==> src/rtl/mips_pkg.sv <==
// Shared MIPS definitions for the EX-stage multiply/divide unit.
package mips_pkg;

    typedef enum logic [1:0] {MD_MULT, MD_MULTU, MD_DIV, MD_DIVU} md_op_t;

    typedef enum logic [2:0] {IDLE, RUN, FIX, DONE} md_state_t;

    localparam int MD_CYCLES = 32;

endpackage

==> src/rtl/mips_muldiv_step.sv <==
// Single iteration of the multiply/divide datapath (purely combinational).
// Multiply: acc = {partial product, remaining multiplier bits}.
// Divide:   acc = {partial remainder, remaining dividend / quotient bits}.
module mips_muldiv_step
    import mips_pkg::*;
#(
    parameter int WIDTH = MD_CYCLES
) (
    input  logic [2*WIDTH-1:0] acc,
    input  logic [WIDTH-1:0]   operand,
    input  logic               is_div,
    output logic [2*WIDTH-1:0] acc_next
);

    logic [WIDTH:0] sum;
    logic [WIDTH:0] trial;

    // Shift-add for multiply, restore-subtract for divide; trial[WIDTH] set means borrow.
    always_comb begin
        sum   = {1'b0, acc[2*WIDTH-1:WIDTH]} + (acc[0] ? {1'b0, operand} : '0);
        trial = acc[2*WIDTH-1:WIDTH-1] - {1'b0, operand};
        if (!is_div) begin
            acc_next = {sum, acc[WIDTH-1:1]};
        end else if (!trial[WIDTH]) begin
            acc_next = {trial[WIDTH-1:0], acc[WIDTH-2:0], 1'b1};
        end else begin
            acc_next = {acc[2*WIDTH-2:0], 1'b0};
        end
    end

endmodule

==> src/rtl/mips_muldiv.sv <==
// Iterative multiply/divide unit with architectural HI/LO registers.
// Operates on magnitudes and applies sign correction in the FIX state.
module mips_muldiv
    import mips_pkg::*;
#(
    parameter int WIDTH = MD_CYCLES
) (
    input  logic             clk,
    input  logic             reset,
    input  logic             start,
    input  logic [1:0]       op,
    input  logic [WIDTH-1:0] a,
    input  logic [WIDTH-1:0] b,
    input  logic             wr_hi,
    input  logic             wr_lo,
    input  logic [WIDTH-1:0] wdata,
    output logic             busy,
    output logic             done,
    output logic [WIDTH-1:0] hi,
    output logic [WIDTH-1:0] lo
);

    localparam int CW = $clog2(WIDTH);

    md_state_t          state, state_nx;
    md_op_t             op_in;
    logic [CW-1:0]      count;
    logic [2*WIDTH-1:0] acc, acc_step, prod_fix;
    logic [WIDTH-1:0]   opnd, a_raw, a_abs, b_abs, q_fix, r_fix;
    logic               is_div, neg_q, neg_r, div_zero;
    logic               op_div, signed_op, sa, sb, b_zero;

    assign op_in     = md_op_t'(op);
    assign op_div    = (op_in == MD_DIV) || (op_in == MD_DIVU);
    assign signed_op = (op_in == MD_MULT) || (op_in == MD_DIV);
    assign sa        = signed_op & a[WIDTH-1];
    assign sb        = signed_op & b[WIDTH-1];
    assign a_abs     = sa ? -a : a;
    assign b_abs     = sb ? -b : b;
    assign b_zero    = (b == '0);

    assign busy = (state != IDLE);
    assign done = (state == DONE);

    mips_muldiv_step #(.WIDTH(WIDTH)) u_step (
        .acc      (acc),
        .operand  (opnd),
        .is_div   (is_div),
        .acc_next (acc_step)
    );

    // Sign correction of the magnitude result; the remainder follows the dividend sign.
    assign prod_fix = neg_q ? -acc : acc;
    assign q_fix    = neg_q ? -acc[WIDTH-1:0] : acc[WIDTH-1:0];
    assign r_fix    = neg_r ? -acc[2*WIDTH-1:WIDTH] : acc[2*WIDTH-1:WIDTH];

    // State register.
    always_ff @(posedge clk) begin
        if (reset) state <= IDLE;
        else       state <= state_nx;
    end

    // Next-state logic; divide by zero skips the iterations entirely.
    always_comb begin
        state_nx = state;
        case (state)
            IDLE:    if (start) state_nx = (op_div && b_zero) ? FIX : RUN;
            RUN:     if (count == CW'(WIDTH - 1)) state_nx = FIX;
            FIX:     state_nx = DONE;
            DONE:    state_nx = IDLE;
            default: state_nx = IDLE;
        endcase
    end

    // Operand capture on acceptance and one datapath iteration per RUN cycle.
    always_ff @(posedge clk) begin
        if (reset) begin
            count    <= '0;
            acc      <= '0;
            opnd     <= '0;
            a_raw    <= '0;
            is_div   <= 1'b0;
            neg_q    <= 1'b0;
            neg_r    <= 1'b0;
            div_zero <= 1'b0;
        end else if (state == IDLE) begin
            if (start) begin
                count    <= '0;
                a_raw    <= a;
                is_div   <= op_div;
                neg_q    <= sa ^ sb;
                neg_r    <= sa;
                div_zero <= op_div && b_zero;
                if (op_div) begin
                    acc  <= {{WIDTH{1'b0}}, a_abs};
                    opnd <= b_abs;
                end else begin
                    acc  <= {{WIDTH{1'b0}}, b_abs};
                    opnd <= a_abs;
                end
            end
        end else if (state == RUN) begin
            acc   <= acc_step;
            count <= count + 1'b1;
        end
    end

    // HI/LO: written only at FIX, or by MTHI/MTLO while idle.
    always_ff @(posedge clk) begin
        if (reset) begin
            hi <= '0;
            lo <= '0;
        end else if (state == FIX) begin
            if (div_zero) begin
                hi <= a_raw;
                lo <= '1;
            end else if (is_div) begin
                hi <= r_fix;
                lo <= q_fix;
            end else begin
                {hi, lo} <= prod_fix;
            end
        end else if (state == IDLE) begin
            if (wr_hi) hi <= wdata;
            if (wr_lo) lo <= wdata;
        end
    end

endmodule

==> config.mk <==
export PLATFORM = sky130hd
export DESIGN_NAME = mips_muldiv
export DESIGN_NICKNAME = d
export VERILOG_FILES = /design/src/rtl/mips_pkg.sv /design/src/rtl/mips_muldiv_step.sv /design/src/rtl/mips_muldiv.sv
export SDC_FILE = /design/constraint.sdc
export NUM_CORES = 1
export LEC_CHECK = 0
export ABC_AREA = 1
export CORE_UTILIZATION = 40
export CTS_BUF_LIST = sky130_fd_sc_hd__clkbuf_4
export DETAILED_ROUTE_END_ITERATION = 10
export SETUP_SLACK_MARGIN = 0.15
export SYNTH_ARGS = -nofsm -noshare
export SYNTH_HDL_FRONTEND = slang
export SYNTH_SLANG_ARGS = --single-unit
==> constraint.sdc <==
create_clock -name clk -period 2.9 [get_ports clk]
set_input_delay 0.725 -clock clk [delete_from_list [all_inputs] [get_ports clk]]
set_output_delay 0.725 -clock clk [all_outputs]
set_load 0.01 [all_outputs]
# Word-level counts from Yosys, hierarchy flattened

Index checks and enable logic that the tools add are counted.

Flip-flop bits (word level): 204

Mux-type cells: 30
Reductions and logical operators: 16
Eq/ne operators: 8
Bitwise logic cells: 3
Add/subtract/negate cells: 8

Operators with widths:

| kind                                                | number |
|---|---|
| 2-to-1 mux 32 bit                                   | 17 |
| 2-to-1 mux 64 bit                                   | 6 |
| negator 32 bit                                      | 4 |
| negator 64 bit                                      | 1 |
| adder 32 x 33 -> 33 bit                             | 1 |
| subtractor 33 x 32 -> 33 bit                        | 1 |
| logical NOT 32 bit                                  | 1 |
| 2-to-1 mux 5 bit                                    | 3 |
| AND reduction 2 bit                                 | 5 |
| one-hot mux 3 bit (3 select lines)                  | 1 |
| nonzero test 2 bit                                  | 4 |
| equality test 3 x 2 -> 1 bit, second input constant | 2 |
| 2-to-1 mux 3 bit                                    | 2 |
| adder 5 x 1 -> 5 bit, second input constant         | 1 |
| equality test 5 bit, second input constant          | 1 |
| equality test 2 bit, second input constant          | 2 |
| inequality test 2 bit, second input constant        | 2 |
| equality test 3 x 1 -> 1 bit, second input constant | 1 |
| logical NOT 3 bit                                   | 1 |
| nonzero test 3 bit                                  | 1 |
| bitwise AND 1 bit                                   | 2 |
| logical NOT 2 bit                                   | 1 |
| logical OR 1 bit                                    | 2 |
| 2-to-1 mux 2 bit                                    | 1 |
| other kinds (2)                                     | 2 |

# Longest topological paths before layout

Gate-level depths: netlist of run 1.

Depth in word-level cells: 7
Mapped depth: 19
Mapped depth without buffers: 18

# Cells and area by module

Synthesis of run 1 repeated with hierarchy kept, for this count alone.

Cells, all modules: 3605
Area, all modules: 20278.2 µm²

Modules (own cells, without submodules):

| module           | cells an instance | area each (µm²) | instances |
|---|---|---|---|
| mips_muldiv      | 2295              | 13822.0         | 1 |
| mips_muldiv_step | 1310              | 6456.2          | 1 |

# Worst setup path before layout of run 1

No wires, ideal clock.

Kind: register to register
From: reg acc[0]
To: reg acc[61]
Arrival: 2.231 ns
Setup slack: 0.598 ns
Library setup time: 0.071 ns
Cell stages (with the launch flop): 18
Data required time: 2.829 ns
Period minus slack after synthesis: 2.302 ns
Cells stage by stage: dfxtp_1 buf_2 nand2_1 inv_1 ha_1 inv_1 fa_1 o21ai_0 nand2_1 nand2_1 nand2_1 nand3_1 nand2_1 nand2_1 nand2_1 nand3_1 nand3_1 a21oi_1

Cells in the longest elaborated chain, start to end: 5

RTL lines:

| what                    | RTL line               | source |
|---|---|---|
| start, declared         | mips_muldiv.sv:28      | `logic [2*WIDTH-1:0] acc, acc_step, prod_fix;` |
| start signal, assigned  | mips_muldiv.sv:95      | `acc <= {{WIDTH{1'b0}}, a_abs};` |
| start signal, assigned  | mips_muldiv.sv:98      | `acc <= {{WIDTH{1'b0}}, b_abs};` |
| start signal, assigned  | mips_muldiv.sv:103     | `acc <= acc_step;` |
| 2-to-1 mux 32 bit       | mips_muldiv_step.sv:20 | `sum = {1'b0, acc[2*WIDTH-1:WIDTH]} + (acc[0] ? {1'b0, operand} : '0);` |
| adder 32 x 33 -> 33 bit | mips_muldiv_step.sv:20 |  |
| 2-to-1 mux 64 bit       | mips_muldiv_step.sv:22 | `if (!is_div) begin` |
| 2-to-1 mux 64 bit       | mips_muldiv.sv:102     | `end else if (state == RUN) begin` |
| 2-to-1 mux 64 bit       | mips_muldiv.sv:86      | `end else if (state == IDLE) begin` |

Every way passes these cells. The select of a mux whose other input is x is not followed.
A chain may end at the register's enable or synchronous reset.

# Final worst setup path of run 1

From: reg opnd[16]
To: reg acc[43]

Cells in the longest elaborated chain, start to end: 5

RTL lines:

| what                         | RTL line               | source |
|---|---|---|
| start, declared              | mips_muldiv.sv:29      | `logic [WIDTH-1:0] opnd, a_raw, a_abs, b_abs, q_fix, r_fix;` |
| start signal, assigned       | mips_muldiv.sv:96      | `opnd <= b_abs;` |
| start signal, assigned       | mips_muldiv.sv:99      | `opnd <= a_abs;` |
| subtractor 33 x 32 -> 33 bit | mips_muldiv_step.sv:21 | `trial = acc[2*WIDTH-1:WIDTH-1] - {1'b0, operand};` |
| 2-to-1 mux 64 bit            | mips_muldiv_step.sv:24 | `end else if (!trial[WIDTH]) begin` |
| 2-to-1 mux 64 bit            | mips_muldiv_step.sv:22 |  |
| 2-to-1 mux 64 bit            | mips_muldiv.sv:102     |  |
| 2-to-1 mux 64 bit            | mips_muldiv.sv:86      |  |

Every way passes these cells. The select of a mux whose other input is x is not followed.

==> metrics.yaml, run 1 <==
hold_path_class: "input pin to flip-flop"
rr_startpoint: "opnd[16]$_SDFFE_PP0P_"
sequentialPowerShare_pct: 21.5
clock_skew_ns: 0.0774
layout_setup_ws_ns: 0.259
combPwrFrac_pct: 64.5
grt_max_degree: 73
path_max_fanout: 14
min_period_ns: 2.64
pre_cts_slack_ns: -0.0271
criticalPathCategory: "flip-flop to flip-flop"
power_switching_share_pct: 53.4
fin_crit_sh_pct: 91.1
synth_ff_type: "dfxtp_1"
antenna_left: 0
syn_to_final_growth_pct: 22.2
grt_pass1_wl_um: 132000
wire_per_inst_um: 20.3
antenna_found_initial: 2
slew_headroom_pct: 49.0
via_per_inst: 5.49
clk_latency_ns: 0.84
syn_nets: 3655
cts-buffers-inserted: 59
vdd_drop_max_mv: 0.438
p_leak_uw: 0.0117
yosysSeqAreaShare_pct: 20.9
intPower_uw: 9830
fin_util_pct: 49.7
pin_count: 169
clock_path_buffers: 3
hold_viol: 0
grt_pass1_vias: 21500
port_buffers: 168
min_from: "reset"
drt_iter0_drc: 2686
end_kind: "flip-flop"
worstSetupStartpointType: "flip-flop"
clk_pin_slew_ns: 0.07
worstMarginPinSlew_ns: 0.765
drc: 0
synth_warnings: 0
status: "finished clean"
grt_usage_pct: 35.1
place_inst: 4293
syn_inst: 3475
layout.cells.non_filler: 4409
die_w_um: 222
setup_viol: 0
cts_root_buf: "clkbuf_4"
nFillCells: 5196
dp_hpwl_um: 71900
switching_power_uw: 11300
drive_above_1_share_pct: 10.1
synthDistinctLibCells: 49
cts_max_level: 2
syn_avg_cell_area_um2: 5.58
vias: 24200
p_per_area_nw_per_um2: 890
drt-total-wl_um: 89500
synthArstFlopShare_pct: 0
syn_area_um2: 19400
firstDrtPassIters: 7
rsz0062_at_grt: "true"
ys_ff_latch: 203
postCtsHoldBufs: 0
arrival_ns: 3.32
crit_path_start: "opnd[16]$_SDFFE_PP0P_"
num_rows: 80
overflow: 0
max_freq_ghz: 0.379
clock_sinks: 203
synth.top_cell.area_share_pct: 20.9
tritoncts: "built"
core_um2: 47700
start_util_pct: 40.6
fin_nets: 3926
yosysTopAreaCell: "dfxtp_1"
clockPowerShare_pct: 14.0
ys_top_cells_by_area: "dfxtp_1, nand2_1, inv_1"
maxSlewViolCount: 0
die-height_um: 222
synth_edf_count: 0
gp_congestion: 1.03
design.die.area_um2: 49400
max_cap_violations: 0
required_ns: 3.58
routing by layer:
metal	GRT usage (%)	part of all wire, %	vias to the layer above
met5	0	0	-
met4	14.9	4.5	0
met3	6.04	10	179
met2	50.5	41	1269
met1	51.0	44	11000
li1	-	-	11800
kinds of logic after synthesis:
logic type / synth area share [%]
adder cells (fa/ha/maj): 5.04
AO/OA/AOI/OAI: 19.8
AND/OR/NAND/NOR: 38.2
XOR/XNOR: 2.84
flip-flops: 20.9
buffers and inverters: 13.1
worst max-delay path, stage by stage, from the launching register on:
cell and delay [ns]:
dfxtp_1 0.46, inv_1 0.13, ha_1 0.39, nand2_1 0.14, nor2_2 0.24, nand2_1 0.10, nor2_2 0.14, nand2_4 0.10
nand2_4 0.11, nand2_8 0.14, nand2_8 0.16, nand2_1 0.07, nand3_1 0.07, nand3_1 0.09, a21oi_1 0.18
Yosys cell counts (3+ instances only):
cell type    n
o21ai_1     13
a31oi_1     42
nand3b_1    18
clkbuf_1   109
o221ai_1     9
xnor2_1     13
a22oi_1      3
nand2_4      6
buf_2       12
clkinv_1     4
nor2_2      14
ha_1        75
nand3_1    270
inv_1      505
and2_1       5
nand4_1     34
buf_6        3
nand2_1    937
buf_1       19
nand3_2     12
o22ai_1      4
nor3_1      40
nand2_2      6
o21bai_1    11
a21oi_1    262
o21ai_0    290
a21o_1       5
inv_2       10
a221oi_1     5
nor2_1     402
or2_2       12
a211oi_1     3
dfxtp_1    203
o31ai_1     13
o211ai_1    34
nor4_1       6
xor2_1      50
final timing paths:
check,end,slack [ns],cells past startpoint
worst max-delay path,acc[43]$_SDFFE_PP0P_,0.26,14
worst min-delay path,lo[27]$_SDFFE_PP0P_,0.46,3
worst max register to register,acc[43]$_SDFFE_PP0P_,0.26,14
worst min register to register,count[3]$_SDFFE_PP0P_,0.47,1
cell usage in the layout (no fill, tap or decap), types with 18 or more instances in the layout:
cell	n
buf_4	172
nor3_1	39
inv_1	502
nand3b_1	18
ha_1	69
a21oi_1	258
a31oi_1	42
nand4_1	34
dfxtp_1	194
clkdlybuf4s50_1	165
nor2_1	397
nand3_1	270
o211ai_1	34
nor2_2	19
o21ai_0	289
xor2_1	50
clkbuf_4	91
nand2_1	933
flip-flops by register name, indices dropped and copies added (netlist names):
name,flops
is_div,1
state,2
neg_q,1
neg_r,1
a_raw,32
opnd,32
lo,32
acc,64
count,5
div_zero,1
hi,32
power groups by stage:
stage	clock, uW	combinational [uW]	sequential [uW]
after global routing	3090	14700	4580
after detailed placement	0	12800	4520
after CTS	2960	12900	4470
final	2950	13600	4540
after global placement	0	12800	4530
after floorplan	0	7820	4350
cell type report:
type	count	area (um2)	share of cell area, %
diodes	3	7.51	0.0317
clock buffers	91	683	2.88
clock inverters	15	92.6	0.391
inverters	519	1950	8.22
multi-input cells	2611	12900	54.6
flip-flops and latches	203	4080	17.2
well taps	615	769	3.25
repair buffers	352	3180	13.4
what timing repair did:
action | CTS | global route
pin swaps | 1 | 4
buffers inserted | 0 | 4
gates resized for setup | 8 | 33
cloned | 1 | 2
setup endpoints to repair | 3 | 36
metrics by stage:
step                      total power [uW]  hold WS, ns  area (um2)  setup TNS [ns]
final                                21100        0.464       23700               0
after global routing                 22400        0.468       23700               0
after CTS                            20400        0.391       23500               0
after detailed placement             17300        0.459       22700         -0.0393
after global placement               17300        0.450       22700         -0.0588
after floorplan                      12200        0.430       19400               0
Power figures use the tool's default switching activity.
==> run 2, diff against run 1 <==
GPL_TIMING_DRIVEN = 0   (was default)
==> metrics.yaml, run 2 (synthesized netlist as in run 1, its figures left out) <==
antenna_found_initial: 4  # +2
final_cell_mix: "nand2_1, inv_1, nor2_1"
worstSetupStartpointType: "flip-flop"
hold_path_class: "flip-flop to flip-flop"
cts_root_buf: "clkbuf_4"
drt-total-wl_um: 98000  # +9.5%
port_buffers: 166  # -1.2%
min_period_ns: 2.73  # +0.0931 ns
path_max_fanout: 10  # -4
p_per_area_nw_per_um2: 889  # about the same
die-height_um: 222  # unchanged
final_common_cell: "nand2_1"
p_leak_uw: 0.0111  # -5.1%
drc: 0  # unchanged
multi_input_area_um2: 13300  # +3.0%
total_power_uw: 20800  # -1.4%
design.die.area_um2: 49400  # unchanged
postCtsHoldBufs: 0  # unchanged
core_um2: 47700  # unchanged
wire_per_inst_um: 22.4  # +10%
overflow: 0  # unchanged
vias: 24600  # +1.7%
required_ns: 2.17  # -1.41 ns
clk_pin_slew_ns: 0.07  # about the same
num_rows: 80  # unchanged
via_per_inst: 5.63  # +2.6%
rsz0062_at_grt: "true"
vdd_drop_max_mv: 0.294  # -33%
drive_above_1_share_pct: 9.41  # -0.72 points
criticalPathCategory: "flip-flop to output pin"
cts_max_level: 2  # unchanged
start_util_pct: 40.6  # unchanged
tritoncts: "built"
clock_sinks: 203  # unchanged
gp_congestion: 1.08  # +4.4%
firstDrtPassIters: 6  # -1
largest-register: "acc"
wl_met3_um: 10900  # +17%
syn_to_final_growth_pct: 20.5
max_freq_ghz: 0.366  # -3.4%
end_kind: "output pin"
highest_layer: "met4"
drt_iter0_drc: 2678  # -0.30%
dp_hpwl_um: 80400  # +12%
die_w_um: 222  # unchanged
hold_viol: 0  # unchanged
worstMarginPinSlew_ns: 0.945  # +0.180 ns
antenna_left: 0  # unchanged
fin_crit_sh_pct: 94.3  # +3.2 points
largest_reg_flops: 64  # unchanged
arrival_ns: 2.01  # -1.31 ns
cts-buffers-inserted: 58  # -1.7%
layout.area.seq_um2: 4110  # +0.86%
pin_count: 169  # unchanged
clock_skew_ns: 0.0695  # -0.00796 ns
status: "finished clean"
grt_usage_pct: 38.5  # +3.4 points
setup_viol: 0  # unchanged
nFillCells: 5324  # +2.5%
clk_latency_ns: 0.85  # about the same
grt_max_degree: 18  # -75%
grt_pass1_wl_um: 142000  # +7.0%
fin_nets: 3907  # -0.48%
maxSlewViolCount: 0  # unchanged
slew_headroom_pct: 37.0  # -12 points
clock_path_buffers: 3  # unchanged
max_cap_violations: 0  # unchanged
wl_met2_um: 39600  # +8.8%
wl_met1_um: 41200  # +3.6%
fin_setup_tns_ns: 0  # unchanged
grt_pass1_vias: 22400  # +4.4%
fin_util_pct: 49.0  # -0.69 points
[run 2: cell count changes in the layout (fill, tap and decap cells not counted), sizes merged]
cell	delta
buf	-125
clkdlybuf4s50	-1
nand2	-3
dlygate4sd2	-1
clkinv	-4
dlymetal6s2s	+1
bufinv	-1
clkbuf	+94
clkinvlp	+2
[run 2: path summary, 6_finish.rpt]
path                           from                      to  slack, ns  cells past startpoint
max           state[0]$_SDFFE_PP0P_                    busy       0.17                      6
min          a_raw[18]$_SDFFE_PP0P_  a_raw[18]$_SDFFE_PP0P_       0.45                      2
max reg2reg   state[0]$_SDFFE_PP0P_   opnd[27]$_SDFFE_PP0P_       0.18                      9
min reg2reg  a_raw[18]$_SDFFE_PP0P_  a_raw[18]$_SDFFE_PP0P_       0.45                      2
[run 2: metal layers]
layer  vias to the layer above  track usage [%]
li1                      11800                -
met1                     11300             51.9
met2                      1324             56.2
met3                       278             9.52
met4                         0             20.4
met5                         -                0
[run 2: stage by stage]
| step | instance area (um2) | setup slack (ns) | hold WS, ns | instances |
|---|---|---|---|---|
| 6_report | 23400 | 0.166 | 0.454 | 4371 |
| 5_1_grt | 23400 | 0.0434 | 0.473 | 4370 |
| 4_1_cts | 22700 | 0.151 | 0.460 | 4348 |
| 3_5_place_dp | 21800 | -0.947 | 0.451 | 4256 |
| 3_3_place_gp | 21800 | -0.980 | 0.448 | 4256 |
| 2_1_floorplan | 19400 | 0.598 | 0.430 | 3475 |
[run 2: worst max-delay path, stage by stage (launching register included)]
cell      delay (ns)
dfxtp_2         0.37
inv_1           0.10
ha_1            0.21
clkbuf_8        0.17
inv_2           0.08
buf_8           0.16
buf_6           0.11
[run 2: what timing repair did]
item                                    CTS  global route
pin swaps                                 5            21
endpoints found under the setup margin   86            56
gates resized for setup                  70           148
cloned                                    0             3
hold endpoints to repair                  0             0
setup buffers                             6            17
[run 2: cell type report]
cell class | instances | area share, %
well taps | 615 | 3.29
plain buffers | 145 | 2.83
flip-flops and latches | 203 | 17.6
repair buffers | 192 | 8.24
inverters | 519 | 8.35
diodes | 3 | 0.0321
clock buffers | 74 | 2.38
clock inverters | 12 | 0.268
multi-input cells | 2608 | 57.0
[run 2: report_power, final]
part           internal [uW]  switching [uW]
Combinational           4460            9130
Sequential              3650            1070
Clock                   1170            1320
Total                   9280           11500
